<file path="src/rtl/uart_pkg.sv">
// Shared UART constants: FSM state encoding, parity types and line levels.
// Used by both the TX frame engine and the RX path.
package uart_pkg;

  localparam logic [2:0] ST_IDLE   = 3'd0;
  localparam logic [2:0] ST_START  = 3'd1;
  localparam logic [2:0] ST_DATA   = 3'd2;
  localparam logic [2:0] ST_PARITY = 3'd3;
  localparam logic [2:0] ST_STOP   = 3'd4;

  localparam logic PAR_EVEN = 1'b0;
  localparam logic PAR_ODD  = 1'b1;

  localparam logic LINE_IDLE = 1'b1;
  localparam logic START_BIT = 1'b0;
  localparam logic STOP_BIT  = 1'b1;

endpackage

</file>
<file path="src/rtl/uart_tx_parity_calc.sv">
// Combinational parity of the latched TX word.
// Even parity yields the XOR of the data bits; odd parity yields its inverse.
module uart_tx_parity_calc
  import uart_pkg::*;
#(
  parameter int DATA_WIDTH = 8
) (
  input  logic [DATA_WIDTH-1:0] data_i,
  input  logic                  par_typ_i,
  output logic                  par_o
);

  assign par_o = (par_typ_i == PAR_ODD) ? ~(^data_i) : (^data_i);

endmodule

</file>
<file path="src/rtl/uart_tx_frame.sv">
// UART transmit frame engine: start bit, LSB-first data, optional parity, stop bit.
// One serial bit per CLK_TX cycle; outputs are registered and decoded from the next state.
module uart_tx_frame
  import uart_pkg::*;
#(
  parameter int DATA_WIDTH = 8
) (
  input  logic                  CLK_TX,
  input  logic                  RST_TX,
  input  logic [DATA_WIDTH-1:0] P_DATA_TX,
  input  logic                  DATA_VALID_TX,
  input  logic                  PAR_EN_TX,
  input  logic                  PAR_TYP_TX,
  output logic                  TX_OUT_TX,
  output logic                  BUSY_TX
);

  localparam int CW = (DATA_WIDTH > 1) ? $clog2(DATA_WIDTH) : 1;
  localparam logic [CW-1:0] CNT_LAST = CW'(DATA_WIDTH - 1);

  logic [2:0]            state_q, state_d;
  logic [CW-1:0]         cnt_q, cnt_d;
  logic [DATA_WIDTH-1:0] data_q, data_d;
  logic                  par_en_q, par_en_d;
  logic                  par_typ_q, par_typ_d;
  logic                  tx_q, tx_d;
  logic                  busy_q, busy_d;
  logic                  par_s;

  uart_tx_parity_calc #(
    .DATA_WIDTH(DATA_WIDTH)
  ) u_parity (
    .data_i   (data_q),
    .par_typ_i(par_typ_q),
    .par_o    (par_s)
  );

  // Next-state logic; the request and frame settings are only sampled in IDLE
  always_comb begin
    state_d   = state_q;
    cnt_d     = cnt_q;
    data_d    = data_q;
    par_en_d  = par_en_q;
    par_typ_d = par_typ_q;
    case (state_q)
      ST_IDLE: begin
        if (DATA_VALID_TX) begin
          state_d   = ST_START;
          data_d    = P_DATA_TX;
          par_en_d  = PAR_EN_TX;
          par_typ_d = PAR_TYP_TX;
        end else begin
          state_d = ST_IDLE;
        end
      end
      ST_START: begin
        state_d = ST_DATA;
        cnt_d   = {CW{1'b0}};
      end
      ST_DATA: begin
        if (cnt_q == CNT_LAST) begin
          state_d = par_en_q ? ST_PARITY : ST_STOP;
        end else begin
          cnt_d = cnt_q + CW'(1);
        end
      end
      ST_PARITY: state_d = ST_STOP;
      ST_STOP:   state_d = ST_IDLE;
      default: begin
        state_d = ST_IDLE;
        cnt_d   = {CW{1'b0}};
      end
    endcase
  end

  // Output decode from the next state so the line changes right after the edge
  always_comb begin
    tx_d   = LINE_IDLE;
    busy_d = (state_d != ST_IDLE);
    case (state_d)
      ST_IDLE:   tx_d = LINE_IDLE;
      ST_START:  tx_d = START_BIT;
      ST_DATA:   tx_d = data_q[cnt_d];
      ST_PARITY: tx_d = par_s;
      ST_STOP:   tx_d = STOP_BIT;
      default:   tx_d = LINE_IDLE;
    endcase
  end

  // State, counter, data latch and registered outputs
  always_ff @(posedge CLK_TX or negedge RST_TX) begin
    if (!RST_TX) begin
      state_q   <= ST_IDLE;
      cnt_q     <= {CW{1'b0}};
      data_q    <= {DATA_WIDTH{1'b0}};
      par_en_q  <= 1'b0;
      par_typ_q <= 1'b0;
      tx_q      <= LINE_IDLE;
      busy_q    <= 1'b0;
    end else begin
      state_q   <= state_d;
      cnt_q     <= cnt_d;
      data_q    <= data_d;
      par_en_q  <= par_en_d;
      par_typ_q <= par_typ_d;
      tx_q      <= tx_d;
      busy_q    <= busy_d;
    end
  end

  assign TX_OUT_TX = tx_q;
  assign BUSY_TX   = busy_q;

endmodule

</file>
<file path="config.mk">
export PLATFORM = sky130hd
export DESIGN_NAME = uart_tx_frame
export DESIGN_NICKNAME = d
export VERILOG_FILES = /design/src/rtl/uart_pkg.sv /design/src/rtl/uart_tx_parity_calc.sv /design/src/rtl/uart_tx_frame.sv
export SDC_FILE = /design/constraint.sdc
export NUM_CORES = 1
export LEC_CHECK = 0
export ABC_AREA = 1
export CAP_MARGIN = 40
export CORE_MARGIN = 2
export CORE_UTILIZATION = 45
export CTS_CLUSTER_SIZE = 20
export DETAILED_ROUTE_END_ITERATION = 12
export PLACE_DENSITY = 0.74
export SYNTH_ARGS = -nofsm -noshare
export SYNTH_HDL_FRONTEND = slang
export SYNTH_SLANG_ARGS = --single-unit
</file>
<file path="constraint.sdc">
create_clock -name CLK_TX -period 3.03 [get_ports CLK_TX]
set_input_delay 0.303 -clock CLK_TX [delete_from_list [all_inputs] [get_ports CLK_TX]]
set_output_delay 0.303 -clock CLK_TX [all_outputs]
set_load 0.05 [all_outputs]
</file>
==> flow_metrics.env <==
export IMPL_yosys_top_cells_area="dfrtp_1 (43%), nand2_1 (8.4%), nand3_1 (7.6%)"
export IMPL_critPathKind="flip-flop to primary output"
export IMPL_max_stage_delay_ns=0.79
export IMPL_drv_cap=0
export IMPL_postRouteWirelength_um=1730
export IMPL_clock_path_buffers=2
export IMPL_clock_sink_count=18
export IMPL_hold_viol=0
export IMPL_final_cells=160
export IMPL_syn_inst=117
export IMPL_worstPathRequired_ns=2.73
export IMPL_yosys_area_top_type="dfrtp_1"
export IMPL_io_pins=15
export IMPL_critPathLaunchType="flip-flop"
export IMPL_ctsResizeCount=0
export IMPL_irDropWorstVdd_v=0.000543
export IMPL_fp_dieW_um=50.9
export IMPL_netlist_area_leader_share_pct=43.0
export IMPL_h_tree_depth=1
export IMPL_skew_ns=0.000967
export IMPL_die_h_um=50.9
export IMPL_viasPerCell=4.87
export IMPL_setup_violations=0
export IMPL_fill_cells=200
export IMPL_drive_gt1_share_pct=14.3
export IMPL_die_area_mm2=0.00259
export IMPL_worstPathCellList="clkdlybuf4s50_1"
export IMPL_yosysWarningCount=0
export IMPL_ant_nets=0
export IMPL_setup_tns_ns=0
export IMPL_max_freq_ghz=0.523
export IMPL_synth_edf_count=0
export IMPL_grt_start_max_net_pins=21
export IMPL_power_total_mw=1.31
export IMPL_finalCritPeriodShare_pct=63.1
export IMPL_ys_flop_type="dfrtp_1"
export IMPL_post_cts_buffers=0
export IMPL_clk_pin_slew_ns=0.10
export IMPL_grt_pass1_vias=777
export IMPL_nNetsFinal=148
export IMPL_syn_area_um2=988
export IMPL_rows=16
export IMPL_async_flop_share_pct=100
export IMPL_power_density_mw_per_mm2=1100
export IMPL_drt_initial_drc_count=9
export IMPL_cp_arrival_ns=1.61
export IMPL_coreArea_mm2=0.00202
export IMPL_synthTopCellsByCount="nand2_1 (22), dfrtp_1 (17), inv_1 (16), nand3_1 (15), nor2_1 (10)"
export IMPL_path_delay_family="buffers and inverters"
export IMPL_antenna_found_initial=0
export IMPL_slowest_stage="clkdlybuf4s50_1"
export IMPL_cts_tree="yes"
export IMPL_grt_usage_pct=15.9
export IMPL_critPathBufInv=1
export IMPL_run_status="finished clean"
export IMPL_drc=0
export IMPL_final_area_mm2=0.00119
export IMPL_relSlewSlack_pct=46.4
export IMPL_synth_yosys_seq_area_share_pct=45.7
export IMPL_finalCriticalPeriod_ns=1.91
export IMPL_hold_class="input pin to asynchronous set/reset pin"
export IMPL_cts_buffers=3
export IMPL_slew_violations=0
export IMPL_place_inst=156
export IMPL_initial_core_util_pct=48.9
export IMPL_overflow=0
export IMPL_cts_root_buffer="clkbuf_4"
export IMPL_port_buffers=14
export IMPL_dp_slack_ns=1.11
export IMPL_hold_buffers=0
export IMPL_insertion_delay_ns=0.30
export IMPL_diodes=0
export IMPL_fin_ws_ns=1.12
export IMPL_drt_wirelength_per_cell_um=10.8
export IMPL_fin_util_pct=58.8
export IMPL_globalplace_congestion=0.746
export IMPL_num_vias=779
export IMPL_synth_avg_cell_area_um2=8.45
export IMPL_synth_most_common_cell="nand2_1"
export IMPL_rsz0062_at_grt="false"
export IMPL_syn_nets=131
export IMPL_hold_slack_ns=0.460
export IMPL_crit_path_end_kind="primary output"
export IMPL_ys_ff_latch=18
export IMPL_hpwlAfterDp_um=1300
export IMPL_worst_pin_slew_ns=0.802
export IMPL_leakage_nw=0.588
export IMPL_ys_types=21
export IMPL_placedInstanceArea_mm2=0.00115
export IMPL_dr_pass1_iters=4
export IMPL_crit_fanout=1
export IMPL_grt_pass1_wl_um=3020
export IMPL_area_growth_syn_to_layout_pct=20.4
-- layout by cell type (no fill, tap or decap) --
cell / count
nand3_1: 15
nand2_1: 22
nand4_1: 2
dfrtp_1: 17
dfstp_2: 1
clkdlybuf4s50_1: 14
nand2_4: 3
xnor2_1: 5
nand3b_1: 3
clkbuf_8: 1
a21oi_1: 7
nand3_2: 1
inv_1: 16
nor2_1: 10
nand2_2: 4
clkbuf_4: 3
ha_1: 1
a21boi_2: 1
inv_2: 1
mux2_2: 3
xor2_1: 2
nor2_4: 1
-- where the power goes --
part           total, mW  switching (mW)  leakage, nW  internal, mW
combinational      0.727           0.426        0.355         0.301
sequential         0.431          0.0776        0.212         0.353
clock              0.149          0.0753       0.0210        0.0733
-- per-layer routing --
layer  wire length [µm]  track usage (%)  vias up
li1                   -                -      401
met1                756             17.5      359
met2                875             29.4       16
met3                 66             3.51        3
met4                 27             6.76        0
met5                  0                0        -
-- final cells by class --
class	instances	area (µm²)	area share [%]
Clock buffer	4	36.3	3.05
Inverter	17	63.8	5.36
Tap cell	27	33.8	2.84
Multi-Input combinational cell	80	464	39.0
Sequential cell	18	452	38.0
Timing Repair Buffer	14	140	11.8
-- sequential cells by signal, indices dropped and copies added, names as in the netlist --
register and count:
par_typ_q 1, data_q 8, cnt_q 3, state_q 3, TX_OUT_TX 1, BUSY_TX 1
par_en_q 1
-- worst paths after layout --
check	start	end	slack, ns	cells after the start
setup / recovery	TX_OUT_TX	TX_OUT_TX	1.12	1
hold / removal	RST_TX	cnt_q[2]	0.46	1
setup reg to reg	state_q[0]	data_q[0]	1.32	3
hold reg to reg	par_typ_q	par_typ_q	0.54	1
max in group asynchronous	RST_TX	data_q[3]	2.07	1
min in group CLK_TX	par_typ_q	par_typ_q	0.54	1
-- kinds of logic (layout without fill, tap and decap cells) --
family,Yosys count,count (layout),synth area share [%]
mux,3,3,3.42
simple gates,61,61,31.4
fa+ha+maj,1,1,1.27
flops,18,18,45.7
compound gates,8,8,4.68
xor+xnor,7,7,6.20
buf+inv,19,35,7.34
-- worst register-to-register path, delay by kind of cell (launching register included) --
family        cells  cell delay (ns)
simple gates      2             0.66
mux               1             0.49
flops             1             0.45
Note: power is estimated with default switching activity, not from simulation.
